File: src/rtl/seq_bit_serializer.sv
// seq_bit_serializer: parallel-to-serial front end for one-bit sequence detectors.
// Accepts WIDTH-bit words over valid/ready and emits one bit per clock on dout.
// A word that arrives on the last bit of the previous word streams with no gap.
module seq_bit_serializer #(
  parameter int WIDTH     = 8,
  parameter bit MSB_FIRST = 1'b1,
  parameter bit IDLE_BIT  = 1'b0
) (
  input  logic             clk,
  input  logic             rst,
  input  logic [WIDTH-1:0] din,
  input  logic             din_valid,
  output logic             din_ready,
  input  logic             abort,
  output logic             dout,
  output logic             dout_valid,
  output logic             frame_start,
  output logic             busy
);

  localparam int CW = $clog2(WIDTH);
  localparam logic [CW-1:0] LAST = CW'(WIDTH - 1);

  typedef enum logic {IDLE, SHIFT} state_t;

  state_t           state;
  logic [CW-1:0]    cnt;
  logic [WIDTH-1:0] shreg;
  logic             at_last;
  logic             take;

  // The bit on dout is registered, so the load edge already presents the
  // first bit and shreg only holds the bits still to be sent.
  assign at_last   = (state == SHIFT) && (cnt == LAST);
  assign din_ready = !abort && ((state == IDLE) || at_last);
  assign take      = din_valid && din_ready;
  assign busy      = (state == SHIFT);

  // Serializer state, counter, shift register and registered outputs.
  always_ff @(posedge clk or negedge rst) begin
    if (!rst) begin
      state       <= IDLE;
      cnt         <= '0;
      shreg       <= '0;
      dout        <= IDLE_BIT;
      dout_valid  <= 1'b0;
      frame_start <= 1'b0;
    end else if (abort) begin
      state       <= IDLE;
      cnt         <= '0;
      shreg       <= '0;
      dout        <= IDLE_BIT;
      dout_valid  <= 1'b0;
      frame_start <= 1'b0;
    end else if (take) begin
      state       <= SHIFT;
      cnt         <= '0;
      dout_valid  <= 1'b1;
      frame_start <= 1'b1;
      if (MSB_FIRST) begin
        dout  <= din[WIDTH-1];
        shreg <= {din[WIDTH-2:0], 1'b0};
      end else begin
        dout  <= din[0];
        shreg <= {1'b0, din[WIDTH-1:1]};
      end
    end else if ((state == SHIFT) && !at_last) begin
      cnt         <= cnt + CW'(1);
      dout_valid  <= 1'b1;
      frame_start <= 1'b0;
      if (MSB_FIRST) begin
        dout  <= shreg[WIDTH-1];
        shreg <= {shreg[WIDTH-2:0], 1'b0};
      end else begin
        dout  <= shreg[0];
        shreg <= {1'b0, shreg[WIDTH-1:1]};
      end
    end else begin
      state       <= IDLE;
      cnt         <= '0;
      dout        <= IDLE_BIT;
      dout_valid  <= 1'b0;
      frame_start <= 1'b0;
    end
  end

endmodule

File: config.mk
export PLATFORM = sky130hd
export DESIGN_NAME = seq_bit_serializer
export DESIGN_NICKNAME = d
export VERILOG_FILES = /design/src/rtl/seq_bit_serializer.sv
export SDC_FILE = /design/constraint.sdc
export NUM_CORES = 1
export LEC_CHECK = 0
export BUFFER_PORTS_ARGS = -buffer_cell sky130_fd_sc_hd__buf_2
export CAP_MARGIN = 20
export CORE_UTILIZATION = 35
export CTS_BUF_LIST = sky130_fd_sc_hd__clkbuf_8
export CTS_CLUSTER_DIAMETER = 30
export DETAILED_ROUTE_END_ITERATION = 7
export REMOVE_ABC_BUFFERS = 1
export SLEW_MARGIN = 20
export SYNTH_ARGS = -nofsm -noshare
export SYNTH_HDL_FRONTEND = slang
export SYNTH_SLANG_ARGS = --single-unit
File: constraint.sdc
create_clock -name clk -period 1.9 [get_ports clk]
set_input_delay 0.19 -clock clk [delete_from_list [all_inputs] [get_ports clk]]
set_output_delay 0.19 -clock clk [all_outputs]
set_load 0.005 [all_outputs]
==> results of run 1 <==
kinds of logic after synthesis:
group | after synthesis
and+or+nand+nor | 19
DFF | 14
muxes | 7
buffers and inverters | 4
adders and majority gates | 2
AOI/OAI and AO/OA | 7
state kept, by name, summed over array words and instances (netlist names):
signal       count
cnt              3
dout             1
dout_valid       1
busy             1
frame_start      1
shreg            7
Yosys cell counts:
master and count:
a211oi_2 6, a21oi_2 1, and2_1 1, and2b_4 1, buf_12 1, buf_2 1
buf_6 2, dfrtp_1 14, ha_1 2, mux2i_1 7, nand2_1 1, nand2b_4 1
nand3_2 1, nor2_1 10, nor3_1 2, nor3b_2 2
metal layers:
metal	global-route usage (%)	vias to the layer above	wire (um)
li1	-	216	-
met1	15.90	201	521
met2	17.50	24	460
met3	3.529	2	66
met4	8.824	0	11
met5	0	-	0
worst max path at each step:
stage                             end  slack, ps  cells past startpoint
after floorplan           frame_start        610                      5
after global placement      din_ready        540                      5
after detailed placement    din_ready        500                      5
after CTS                   din_ready        220                      5
after global routing        din_ready        160                      5
final                       din_ready        240                      5
cell type report:
| class | instances | area (um2) |
|---|---|---|
| multi-input cells | 35 | 295.3 |
| flip-flops and latches | 14 | 350.3 |
| well taps | 25 | 31.28 |
| repair buffers | 17 | 90.09 |
| clock buffers | 4 | 55.05 |
| fillers | 169 | 960.9 |
power by group:
group	switching, mW	internal, mW
Combinational	0.0477	0.0395
Sequential	0.00903	0.316
Clock	0.101	0.183
Total	0.158	0.539
critical path: stages (launching register included):
cell and delay [ps]:
dfrtp_1 380, ha_1 200, ha_1 190, and2b_4 260, nor2_1 50, buf_2 140
what timing repair did:
action                    4_1_cts  5_1_grt
hold endpoints to repair       14        0
resized for setup               0        0
buffers inserted                0        0
hold buffers                    1        0
stage by stage:
stage	hold WS, ps	power [mW]	cell area, um2
after floorplan	-105.6	0.3778	645.6
after global routing	216.1	0.7336	822.0
after detailed placement	105.3	0.4185	757.0
after global placement	103.1	0.4174	757.0
after CTS	200.9	0.7114	822.0
final	206.1	0.6970	822.0
==> results.cfg, run 1 <==
[power]
leakage_nw = 0.4052
power_density_nw_per_um2 = 847.9
ir_worst_vdd_mv = 0.3631

[timing]
post-route-period-util_pct = 87.35
max_slew_margin_pct = 76.71
hold_viol = 0
tns_ps = 0
setup_ws_ps = 240.3
worst_pin_slew_ps = 349.4
finalSetupViolCount = 0
fin_crit_ps = 1660
rsz0062_at_grt = no
finalMaxSlewViolations = 0
skew_ps = 0.4927
fmax_mhz = 602.5

[synth]
syn_inst = 53
synth_compound_area_share_pct = 12.09
ys_seq_elements = 14
ys_top_cells_by_area = dfrtp_1, a211oi_2, mux2i_1
muxShareOfSynthArea_pct = 10.11
synth_top_family_by_area = simple AND/OR/NAND/NOR gates
syn_area_per_cell_um2 = 13.08
ys_types = 16
syn_area_um2 = 693.2
synth_top_cell_by_area = dfrtp_1
yosysTopAreaCellShare_pct = 50.54
ys_seq_area_share_pct = 50.54
synthAdderAreaFrac_pct = 3.610
ys_warn_count = 0
synth_xor_area_share_pct = 0
synth-simple-area-share_pct = 16.79

[floorplanning]
core_area_um2 = 1783
io_pins = 17
initial_utilization_pct = 38.88
die_area_um2 = 2162
die_width_um = 46.50
die_h_um = 46.50
rows = 15

[hold_path]
hold-path-endpoint = dout
holdCritStartpoint = din[7]
min_path_cells = 3
hold_class = in2reg

[detailed_routing]
wl_per_cell_um = 11.15
routed-via-count = 443
drt_iter0_drc = 1
ant_nets = 0
viasPerCell = 4.663
drc_errors = 0
drtPass1Iterations = 4
wl_mm = 1.059

[critical_path]
crit_arrival_ps = 1470
path_max_fanout = 4
end_kind = output port
start_kind = register
r2r_setup_slack_ps = 520
startpoint = cnt[0]
path_class = reg2out
r2r_cells = 5
r2r_end = shreg[2]
crit-reg2reg-launch = cnt[0]
worst_ep_required_time_ps = 1710

[clock_network]
cts_tree = built
clk_path_buf_depth = 2
clock_latency_ps = 240
root_buffer = clkbuf_8
htree_num_levels = 1
clk_pin_slew_worst_paths_ps = 60
numCtsBuffers = 3
cts_sinks = 14

[global_routing]
antenna_found_initial = 0
grt_pass1_wl_mm = 1.821
grtUsageTotal_pct = 12.39
grt_max_degree = 17
grt_pass1_vias = 430
grt_overflow = 0

[finish]
area_growth_pct = 18.59
final_util_pct = 46.11
fin_cells = 95
insertedDiodeCount = 0
layout-drive-gt1-share_pct = 45.71
most-common-layout-cells = buf_2, dfrtp_1, nor2_1
final_common_cell = buf_2
nNetsFinal = 85

[placed_design]
dp_cells = 90
dp_worst_setup_slack_ps = 500.5
io_buffers = 16
gp_congestion = 0.6913

[job]
drv_cap = 0

[run_status]
status = finished, final reports clean
No activity file was read; power rests on OpenSTA's default activity.
==> inputs of run 2 (changes only) <==
--- a/config.mk
+++ b/config.mk
@@ -7,10 +7,12 @@
 export LEC_CHECK = 0
 export BUFFER_PORTS_ARGS = -buffer_cell sky130_fd_sc_hd__buf_2
 export CAP_MARGIN = 20
+export CORE_ASPECT_RATIO = 1.25
 export CORE_UTILIZATION = 35
 export CTS_BUF_LIST = sky130_fd_sc_hd__clkbuf_8
 export CTS_CLUSTER_DIAMETER = 30
 export DETAILED_ROUTE_END_ITERATION = 7
+export GPL_TIMING_DRIVEN = 0
 export REMOVE_ABC_BUFFERS = 1
 export SLEW_MARGIN = 20
 export SYNTH_ARGS = -nofsm -noshare
==> run 2 against run 1 <==
Compared with the run above: first-iteration DRC count increased to 7.0 times the previous value; clock power down 16%; register-to-register slack improved by 20 ps; via count grew 2.3%; die area barely moved; critical path type unchanged; largest cell class unchanged.
==> results.cfg, run 2 (synthesis gave the netlist of run 1 again) <==
[run_status]
status = finished, final reports clean

[detailed_routing]
wl_per_cell_um = 12.33
drc_errors = 0
routed-via-count = 453
drt_iter0_drc = 7
wl_mm = 1.085
ant_nets = 0
drtPass1Iterations = 2
viasPerCell = 5.148

[finish]
top_regs = shreg: 7 flops, cnt: 3 flops
area_growth_pct = 15.52
seqCellArea_um2 = 350.3
layout-drive-gt1-share_pct = 44.93
most-common-layout-cells = buf_2, dfrtp_1, nor2_1
nNetsFinal = 85
top_register = shreg
largest_register_ffs = 7
multi_input_area_um2 = 295.3
fillers = 177
final_common_cell = buf_2
insertedDiodeCount = 0

[clock_network]
post_cts_buffers = 0
htree_num_levels = 1
clock_latency_ps = 240
root_buffer = clkbuf_8
clk_pin_slew_worst_paths_ps = 50
ctsResizeCount = 0
clk_path_buf_depth = 2
hold_buffers = 1
cts_tree = built
cts_sinks = 14
numCtsBuffers = 3

[floorplanning]
io_pins = 17
die_h_um = 51.76
die_area_um2 = 2164
initial_utilization_pct = 38.34
core_area_um2 = 1808
die_width_um = 41.81
rows = 17

[critical_path]
worst_ep_required_time_ps = 1710
crit-reg2reg-launch = cnt[0]
startpoint = cnt[0]
start_kind = register
end_kind = output port
crit_arrival_ps = 1460
path_class = reg2out
path_max_fanout = 4

[hold_path]
hold_class = in2reg
holdCritStartpoint = din[7]

[global_routing]
grt_max_degree = 17
grt_pass1_wl_mm = 1.876
grt_pass1_vias = 430
grtUsageTotal_pct = 12.06
grt_overflow = 0
antenna_found_initial = 0

[power]
ir_worst_vdd_mv = 0.5245
leakage_nw = 0.3980
finalPower_mw = 0.6503
power_density_nw_per_um2 = 812.1

[timing]
finalMaxSlewViolations = 0
max_slew_margin_pct = 76.82
tns_ps = 0
fin_crit_ps = 1652
worst_pin_slew_ps = 347.7
finalSetupViolCount = 0
rsz0062_at_grt = no
post-route-period-util_pct = 86.94
hold_viol = 0
skew_ps = 2.040
fmax_mhz = 605.4
hold_ws_ps = 207.6

[placed_design]
gp_congestion = 0.6368
io_buffers = 16
dp.final_hpwl_um = 760.3

[job]
drv_cap = 0
[run 2: changes by cell type in the layout (fill, tap and decap cells not counted), sizes merged]
cell / delta
clkbuf: -1
[run 2: per-layer routing]
metal | vias to the layer above | part of all wire (%) | global-route usage, %
met3 | 0 | 5.2 | 4.514
li1 | 215 | - | -
met2 | 12 | 53 | 20.57
met5 | - | 0 | 0
met4 | 0 | 0 | 4.839
met1 | 226 | 41 | 13.56
[run 2: path summary, 6_finish.rpt]
| path | endpoint | slack [ps] | cells after the start |
|---|---|---|---|
| max | din_ready | 250 | 5 |
| min | dout | 210 | 3 |
| max reg2reg | shreg[2] | 540 | 5 |
| min reg2reg | cnt[0] | 450 | 1 |
| max in group asynchronous | busy | 1290 | 2 |
| min in group asynchronous | dout_valid | 370 | 2 |
[run 2: critical path, cell delays in order, from the launching register on]
cell and delay, ps:
dfrtp_1 380, ha_1 210, ha_1 180, and2b_4 270
nor2_1 50, buf_2 140
[run 2: area by class of cell]
type	instances	area share [%]
clock buffer	3	5.156
multi-input combinational	35	36.87
sequential	14	43.75
tap	19	2.969
timing repair buffer	17	11.25
[run 2: report_power, final]
part           internal, mW  switching, mW  total [mW]
clock network         0.140         0.0978       0.238
logic                0.0396         0.0475      0.0871
registers             0.316        0.00895       0.325
total                 0.496          0.154       0.650
[run 2: metrics by stage]
stage	worst slack (ps)	instance area (um2)	utilization, %	cells
2_1_floorplan	614.7	645.6	-	49
3_3_place_gp	517.2	749.5	41.45	84
3_5_place_dp	498.9	749.5	41.45	84
4_1_cts	231.8	800.8	44.29	88
5_1_grt	177.7	800.8	44.29	88
6_report	248.2	800.8	44.29	88
